`src/rtl/keypad_pkg.sv`:
```
// Shared keypad geometry, scan FSM encoding and event record layout.
package keypad_pkg;

  localparam int unsigned NUM_COLS   = 4;
  localparam int unsigned NUM_ROWS   = 8;
  localparam int unsigned NUM_KEYS   = NUM_COLS * NUM_ROWS;
  localparam int unsigned KEY_W      = 5;
  localparam int unsigned FIFO_DEPTH = 4;

  typedef enum logic {
    SETTLE = 1'b0,
    SAMPLE = 1'b1
  } scan_state_t;

  typedef struct packed {
    logic             pressed;
    logic [KEY_W-1:0] key;
  } key_event_t;

endpackage

```
`src/rtl/key_event_fifo.sv`:
```
// Small event FIFO: push from the scanner, valid/ready on the read side,
// sticky overflow when a push finds it full without a simultaneous pop.
module key_event_fifo
  import keypad_pkg::*;
(
  input  logic       i_clock,
  input  logic       i_reset,
  input  logic       push,
  input  key_event_t push_data,
  output logic       valid,
  output key_event_t head,
  input  logic       ready,
  output logic       overflow
);

  localparam int unsigned PTR_W = $clog2(FIFO_DEPTH);
  localparam logic [PTR_W:0] FULL_COUNT = (PTR_W + 1)'(FIFO_DEPTH);

  key_event_t       mem [FIFO_DEPTH];
  logic [PTR_W-1:0] wr_ptr;
  logic [PTR_W-1:0] rd_ptr;
  logic [PTR_W:0]   count;
  logic             pop;
  logic             full;
  logic             accept;

  assign valid  = (count != '0);
  assign head   = mem[rd_ptr];
  assign pop    = valid && ready;
  assign full   = (count == FULL_COUNT);
  // A full FIFO still takes the push when the head leaves on the same edge.
  assign accept = push && (!full || pop);

  always_ff @(posedge i_clock) begin
    if (accept) begin
      mem[wr_ptr] <= push_data;
    end
  end

  always_ff @(posedge i_clock or posedge i_reset) begin
    if (i_reset) begin
      wr_ptr   <= '0;
      rd_ptr   <= '0;
      count    <= '0;
      overflow <= 1'b0;
    end else begin
      if (accept) begin
        wr_ptr <= wr_ptr + 1'b1;
      end
      if (pop) begin
        rd_ptr <= rd_ptr + 1'b1;
      end
      if (accept && !pop) begin
        count <= count + 1'b1;
      end else if (pop && !accept) begin
        count <= count - 1'b1;
      end
      if (push && !accept) begin
        overflow <= 1'b1;
      end
    end
  end

endmodule

```
`src/rtl/key_matrix_scanner.sv`:
```
// 4x8 key matrix scanner: one-hot column strobe, per-key debounce and
// press/release events queued in a small FIFO.
module key_matrix_scanner
  import keypad_pkg::*;
#(
  parameter int unsigned SETTLE_CYCLES  = 16,
  parameter int unsigned DEBOUNCE_SCANS = 3
) (
  input  logic                i_clock,
  input  logic                i_reset,
  output logic [NUM_COLS-1:0] o_column_drive,
  input  logic [NUM_ROWS-1:0] i_rows,
  output logic [NUM_KEYS-1:0] o_key_state,
  output logic                o_event_valid,
  output logic [KEY_W-1:0]    o_event_key,
  output logic                o_event_pressed,
  input  logic                i_event_ready,
  output logic                o_overflow
);

  localparam logic [7:0] SETTLE_LAST = 8'(SETTLE_CYCLES - 1);
  localparam logic [2:0] ROW_LAST    = 3'(NUM_ROWS - 1);
  localparam logic [1:0] DEB_LAST    = 2'(DEBOUNCE_SCANS - 1);

  logic [NUM_ROWS-1:0] rows_meta;
  logic [NUM_ROWS-1:0] rows_sync;
  scan_state_t         state;
  logic [7:0]          settle_cnt;
  logic [2:0]          row_idx;
  logic [1:0]          col_idx;
  logic [1:0]          deb_cnt [NUM_KEYS];

  logic [KEY_W-1:0]    cur_key;
  logic                sample_bit;
  logic                cur_state;
  logic [1:0]          cur_cnt;
  logic                evt_gen;
  key_event_t          evt_data;
  key_event_t          head;

  always_ff @(posedge i_clock or posedge i_reset) begin
    if (i_reset) begin
      rows_meta <= '0;
      rows_sync <= '0;
    end else begin
      rows_meta <= i_rows;
      rows_sync <= rows_meta;
    end
  end

  always_ff @(posedge i_clock or posedge i_reset) begin
    if (i_reset) begin
      state          <= SETTLE;
      settle_cnt     <= '0;
      row_idx        <= '0;
      col_idx        <= '0;
      o_column_drive <= 4'b0001;
    end else begin
      case (state)
        SETTLE: begin
          if (settle_cnt == SETTLE_LAST) begin
            settle_cnt <= '0;
            state      <= SAMPLE;
          end else begin
            settle_cnt <= settle_cnt + 1'b1;
          end
        end
        SAMPLE: begin
          if (row_idx == ROW_LAST) begin
            row_idx        <= '0;
            col_idx        <= col_idx + 1'b1;
            o_column_drive <= {o_column_drive[NUM_COLS-2:0], o_column_drive[NUM_COLS-1]};
            state          <= SETTLE;
          end else begin
            row_idx <= row_idx + 1'b1;
          end
        end
        default: state <= SETTLE;
      endcase
    end
  end

  // Key index is column*8 + row, i.e. simply the concatenation.
  assign cur_key    = {col_idx, row_idx};
  assign sample_bit = rows_sync[row_idx];
  assign cur_state  = o_key_state[cur_key];
  assign cur_cnt    = deb_cnt[cur_key];

  always_comb begin
    evt_gen = 1'b0;
    if (state == SAMPLE && sample_bit != cur_state && cur_cnt == DEB_LAST) begin
      evt_gen = 1'b1;
    end
    evt_data.pressed = ~cur_state;
    evt_data.key     = cur_key;
  end

  always_ff @(posedge i_clock or posedge i_reset) begin
    if (i_reset) begin
      for (int unsigned k = 0; k < NUM_KEYS; k++) begin
        deb_cnt[k] <= '0;
      end
      o_key_state <= '0;
    end else if (state == SAMPLE) begin
      if (sample_bit == cur_state) begin
        deb_cnt[cur_key] <= '0;
      end else if (evt_gen) begin
        deb_cnt[cur_key]     <= '0;
        o_key_state[cur_key] <= ~cur_state;
      end else begin
        deb_cnt[cur_key] <= cur_cnt + 1'b1;
      end
    end
  end

  key_event_fifo u_fifo (
    .i_clock   (i_clock),
    .i_reset   (i_reset),
    .push      (evt_gen),
    .push_data (evt_data),
    .valid     (o_event_valid),
    .head      (head),
    .ready     (i_event_ready),
    .overflow  (o_overflow)
  );

  assign o_event_key     = head.key;
  assign o_event_pressed = head.pressed;

endmodule

```
`config.mk`:
```
export PLATFORM = sky130hd
export DESIGN_NAME = key_matrix_scanner
export DESIGN_NICKNAME = d
export VERILOG_FILES = /design/src/rtl/keypad_pkg.sv /design/src/rtl/key_event_fifo.sv /design/src/rtl/key_matrix_scanner.sv
export SDC_FILE = /design/constraint.sdc
export NUM_CORES = 1
export LEC_CHECK = 0
export CAP_MARGIN = 10
export CELL_PAD_IN_SITES_DETAIL_PLACEMENT = 0
export CELL_PAD_IN_SITES_GLOBAL_PLACEMENT = 1
export CORE_ASPECT_RATIO = 0.7
export CORE_UTILIZATION = 53
export CTS_BUF_LIST = sky130_fd_sc_hd__clkbuf_2
export DETAILED_ROUTE_END_ITERATION = 8
export GPL_ROUTABILITY_DRIVEN = 1
export PLACE_DENSITY_LB_ADDON = 0.1
export SLEW_MARGIN = 0
export SYNTH_ARGS = -nofsm -noshare
export SYNTH_HDL_FRONTEND = slang
export SYNTH_HIERARCHICAL = 1
export SYNTH_SLANG_ARGS = --single-unit
```
`constraint.sdc`:
```
create_clock -name i_clock -period 10.81 [get_ports i_clock]
set_clock_uncertainty 0.1 [all_clocks]
set_input_delay 2.162 -clock i_clock [delete_from_list [all_inputs] [get_ports i_clock]]
set_output_delay 2.162 -clock i_clock [all_outputs]
set_load 0.005 [all_outputs]
```
==> results.txt <==
----------------------------------------------------
[Run status]
  Result of the run ... completed

[Clock tree]
  Buffer depth of the longest clock path ... 2
  Insertion delay of the later-clocked pin in the worst-skew pair ... approximately 760 ps
  Clk root buf ... clkbuf_2
  Hold-fix buffers, CTS ... 0
  Post-cts gate resize count ... 0
  Number of buffers inserted to repair setup after CTS ... 0
  CTS tree ... built
  CTS H-tree depth ... 4
  Num CTS Buffers ... 17
  Number of clock sinks ... between 150 and 200
  Clock edge transition at the registers on the reported setup and hold paths ... 250 ps

[Worst hold path]
  Hold Startpoint ... rows_meta[7]$_DFF_PP0_
  Hold Path Depth ... 0
  Hold endpoint ... rows_sync[7]$_DFF_PP0_
  Class of the tightest hold or removal check ... reg -> reg

[GRT]
  Wire length of the first global-routing pass ... 30.4 mm
  Gr usage total ... 0.264
  Antenna violations before repair ... 0
  Leftover overflow at the end of global routing ... 0
  Largest net degree at the start of global routing ... between 80 and 90
  Via count of the first global-routing pass ... approximately 5400

[Layout]
  Fraction of final layout cells sized beyond drive strength 1 ... 0.139
  Final non-filler cell area ... between 8000 and 9000 um^2
  Inserted Diodes ... 0
  Commonest cells after routing, fill and taps aside ... dfrtp_1 (136), nand2_1 (112), a21oi_1 (56)
  Synth-to-layout area growth ... 10.3%
  Leading cell type in the layout, fill and taps excluded ... dfrtp_1
  Final #Nets ... 747

[STA]
  Sum Neg Setup Slack ... 0 ps
  Number of max-slew violations in the final report ... 0
  Total count of hold-check failures in the final report ... 0
  Fin crit period ... approximately 5500 ps
  Headroom to the max-slew limit ... 0.202
  RSZ-0062 raised after global routing ... false
  Achievable clock frequency ... 0.181 GHz
  Endpoints failing setup ... 0
  Transition time at the pin with the least slew margin ... 1200 ps
  Share of the cycle needed by the critical path after routing ... 0.510

[Synthesis]
  Sequential-to-total area share from yosys stat ... 0.534
  Count of flip-flops with a built-in enable after synthesis ... 24
  Fraction of synthesis flops using an asynchronous set or reset pin ... 0.852
  Number of storage elements in the synthesis netlist ... 162
  Synthesized Nets ... 716
  Average footprint of a synthesized cell ... between 10 and 15 um^2
  Gate count of the mapped netlist ... between 600 and 700
  Number of warnings printed during yosys synthesis ... 6
  Number of distinct library cell variants in the gate-level netlist after synthesis ... 44
  Main flop type after synthesis ... dfrtp_1
  Synthesized cell area ... 7820 um^2

[Pwr]
  VDD IR max ... between 0.08 and 0.09 mV
  Switch Pwr ... 0.241 mW
  Switching fraction of total power ... 0.240
  Internal cell power ... 0.764 mW
  Comb pwr share ... 0.025
  Total power per unit cell area ... about 120 nW/um^2
  Part of the total power dissipated in the clock network ... 0.351
  Sequential Power Share ... 0.623
  Overall power after layout ... a little over 1 mW
  Static leakage ... 3.41 nW

[Worst setup path]
  Worst flop-to-flop path endpoint ... u_fifo/count[2]$_DFFE_PP0P_
  Max Fanout on Critical Path ... 41
  Endpoint required time on the critical path ... about 11000 ps
  Delay of the slowest cell on the worst path ... about 1200 ps
  Sort of element at the end of the critical path ... register
  Crit-path leading delay family ... multiplexers
  Critical Setup Path Class ... reg -> reg
  Reg-to-reg critical path startpoint ... row_idx[1]$_DFFE_PP0P_
  Worst setup SP type ... register
  Data arrival time of the critical path ... 6130 ps
  Logic depth of the worst register-to-register path ... 13
  Register-to-register path setup slack ... 5290 ps
  Crit path max-delay cell type ... dfrtp_2
  Crit path from ... row_idx[1]$_DFFE_PP0P_
  Series of cell instances along the critical path ... mux4_2 > mux4_2 > mux2i_4 > ha_1 > nand2_1 > nor2_1 > nor2b_1 > ha_1 > inv_1 > fa_1 > xor2_1 > nor2_1 > xor2_1
  CP Buf/Inv Count ... 1

[Floorplan]
  Number of standard-cell rows in the floorplan ... 36
  X dimension of the die ... 147 um
  Die Y ... roughly 100 um
  Floorplan die area ... around 15000 um^2
  Num ports ... 55
  Starting density of the core ... 0.553
  Area of the core region ... 14100 um^2

[Drt]
  DRC violation count after routing ... 0
  Routed vias/inst ... 6.02
  Vias ... roughly 5600
  Residual antenna-violating net count after detailed routing ... 0
  First-pass detailed-route iteration total ... 5
  Drt initial violations ... approximately 530
  Wirelength per Cell ... approximately 20 um
  Total routed wirelength ... 18.8 mm

[Placement]
  Number of port buffers ... 54
  Gp weighted congestion ... 0.839
  Post-place instance area ... 8370 um^2
  Detailed-placement wirelength estimate ... 12.5 mm

[Run]
  Number of max-cap violations ... 0

----------------------------------------------------
==> worst max-delay path by stage <==
stage,cells after the start,end,slack [ps]
2_1_floorplan,1,col_idx[0]$_DFFE_PP0P_,5080
3_3_place_gp,13,u_fifo/count[2]$_DFFE_PP0P_,5470
3_5_place_dp,13,u_fifo/count[2]$_DFFE_PP0P_,5270
4_1_cts,13,u_fifo/count[2]$_DFFE_PP0P_,5240
5_1_grt,13,u_fifo/count[2]$_DFFE_PP0P_,4940
6_report,13,u_fifo/count[2]$_DFFE_PP0P_,5290
==> area by class of cell <==
type / instances / area [um^2]
fill: 1131 / 5520
sequential: 162 / 4180
multi-input combinational: 467 / 3330
timing repair buffer: 60 / 586
tap: 190 / 238
clock inverter: 12 / 154
clock buffer: 20 / 100
inverter: 11 / 43.8
==> routing by layer <==
layer / vias to the layer above / GRT usage / share of wire
met1: 2768 / 0.402 / 0.46
li1: 2544 / - / -
met3: 28 / 0.0661 / 0.075
met2: 215 / 0.375 / 0.45
met4: 0 / 0.0729 / 0.013
met5: - / 0 / 0
==> stage by stage <==
| stage | hold WS [ps] | std cells | util | setup slack (ps) |
|---|---|---|---|---|
| 2_1_floorplan | 231 | 688 | - | 5080 |
| 3_3_place_gp | 231 | 890 | 0.592 | 5470 |
| 3_5_place_dp | 238 | 890 | 0.592 | 5270 |
| 4_1_cts | 285 | 922 | 0.610 | 5240 |
| 5_1_grt | 295 | 922 | 0.610 | 4940 |
| 6_report | 283 | 922 | 0.610 | 5290 |
==> worst register-to-register path: cells and delay by family (launching register included) <==
kind                     cells  cell delay (ps)
multiplexers                 3             2060
flip-flops                   1             1220
adder cells (fa/ha/maj)      3              980
AND/OR/NAND/NOR              4              770
XOR/XNOR                     2              300
buffers and inverters        1               60
==> flip-flops by register name (all words and copies together), names as in the netlist <==
name             flops
u_fifo/wr_ptr        2
u_fifo/mem          24
rows_sync            8
row_idx              3
u_fifo/rd_ptr        2
o_column_drive       4
state                1
col_idx              2
deb_cnt             64
u_fifo/overflow      1
u_fifo/count         3
o_key_state         32
settle_cnt           8
rows_meta            8
==> power groups by stage <==
stage	logic, mW	registers, mW	clock network, mW
floorplan	0.0162	0.636	0
global placement	0.0252	0.638	0
detailed placement	0.0263	0.638	0
CTS	0.0262	0.627	0.361
global route	0.0289	0.628	0.387
finish	0.0253	0.627	0.353
==> cells by family after synthesis <==
| family | count (synthesis) | synth area share |
|---|---|---|
| simple gates | 210 | 0.130 |
| mux | 57 | 0.121 |
| flops | 162 | 0.534 |
| compound gates | 169 | 0.129 |
| fa+ha+maj | 17 | 0.0282 |
| buf+inv | 59 | 0.0422 |
| xor+xnor | 14 | 0.0157 |
==> cell usage after synthesis, drive strengths merged (2+ instances only) <==
library cell	number	share of area
o31ai	34	0.033
and2	14	0.011
mux2i	20	0.027
nand2	112	0.054
nor2	12	0.0058
mux4	28	0.081
nand2b	11	0.0088
mux2	9	0.013
xor2	6	0.0067
xnor2	8	0.0090
buf	17	0.020
o2bb2ai	4	0.0045
a31oi	4	0.0032
or3	2	0.0016
o21ai	62	0.044
nor2b	8	0.0064
ha	16	0.026
edfxtp	24	0.092
dfrtp	137	0.44
a22oi	8	0.0077
clkbuf	31	0.017
inv	11	0.0053
a21oi	56	0.036
nand3	45	0.035
nand4	2	0.0016
Note: power is estimated with default switching activity, not from simulation.
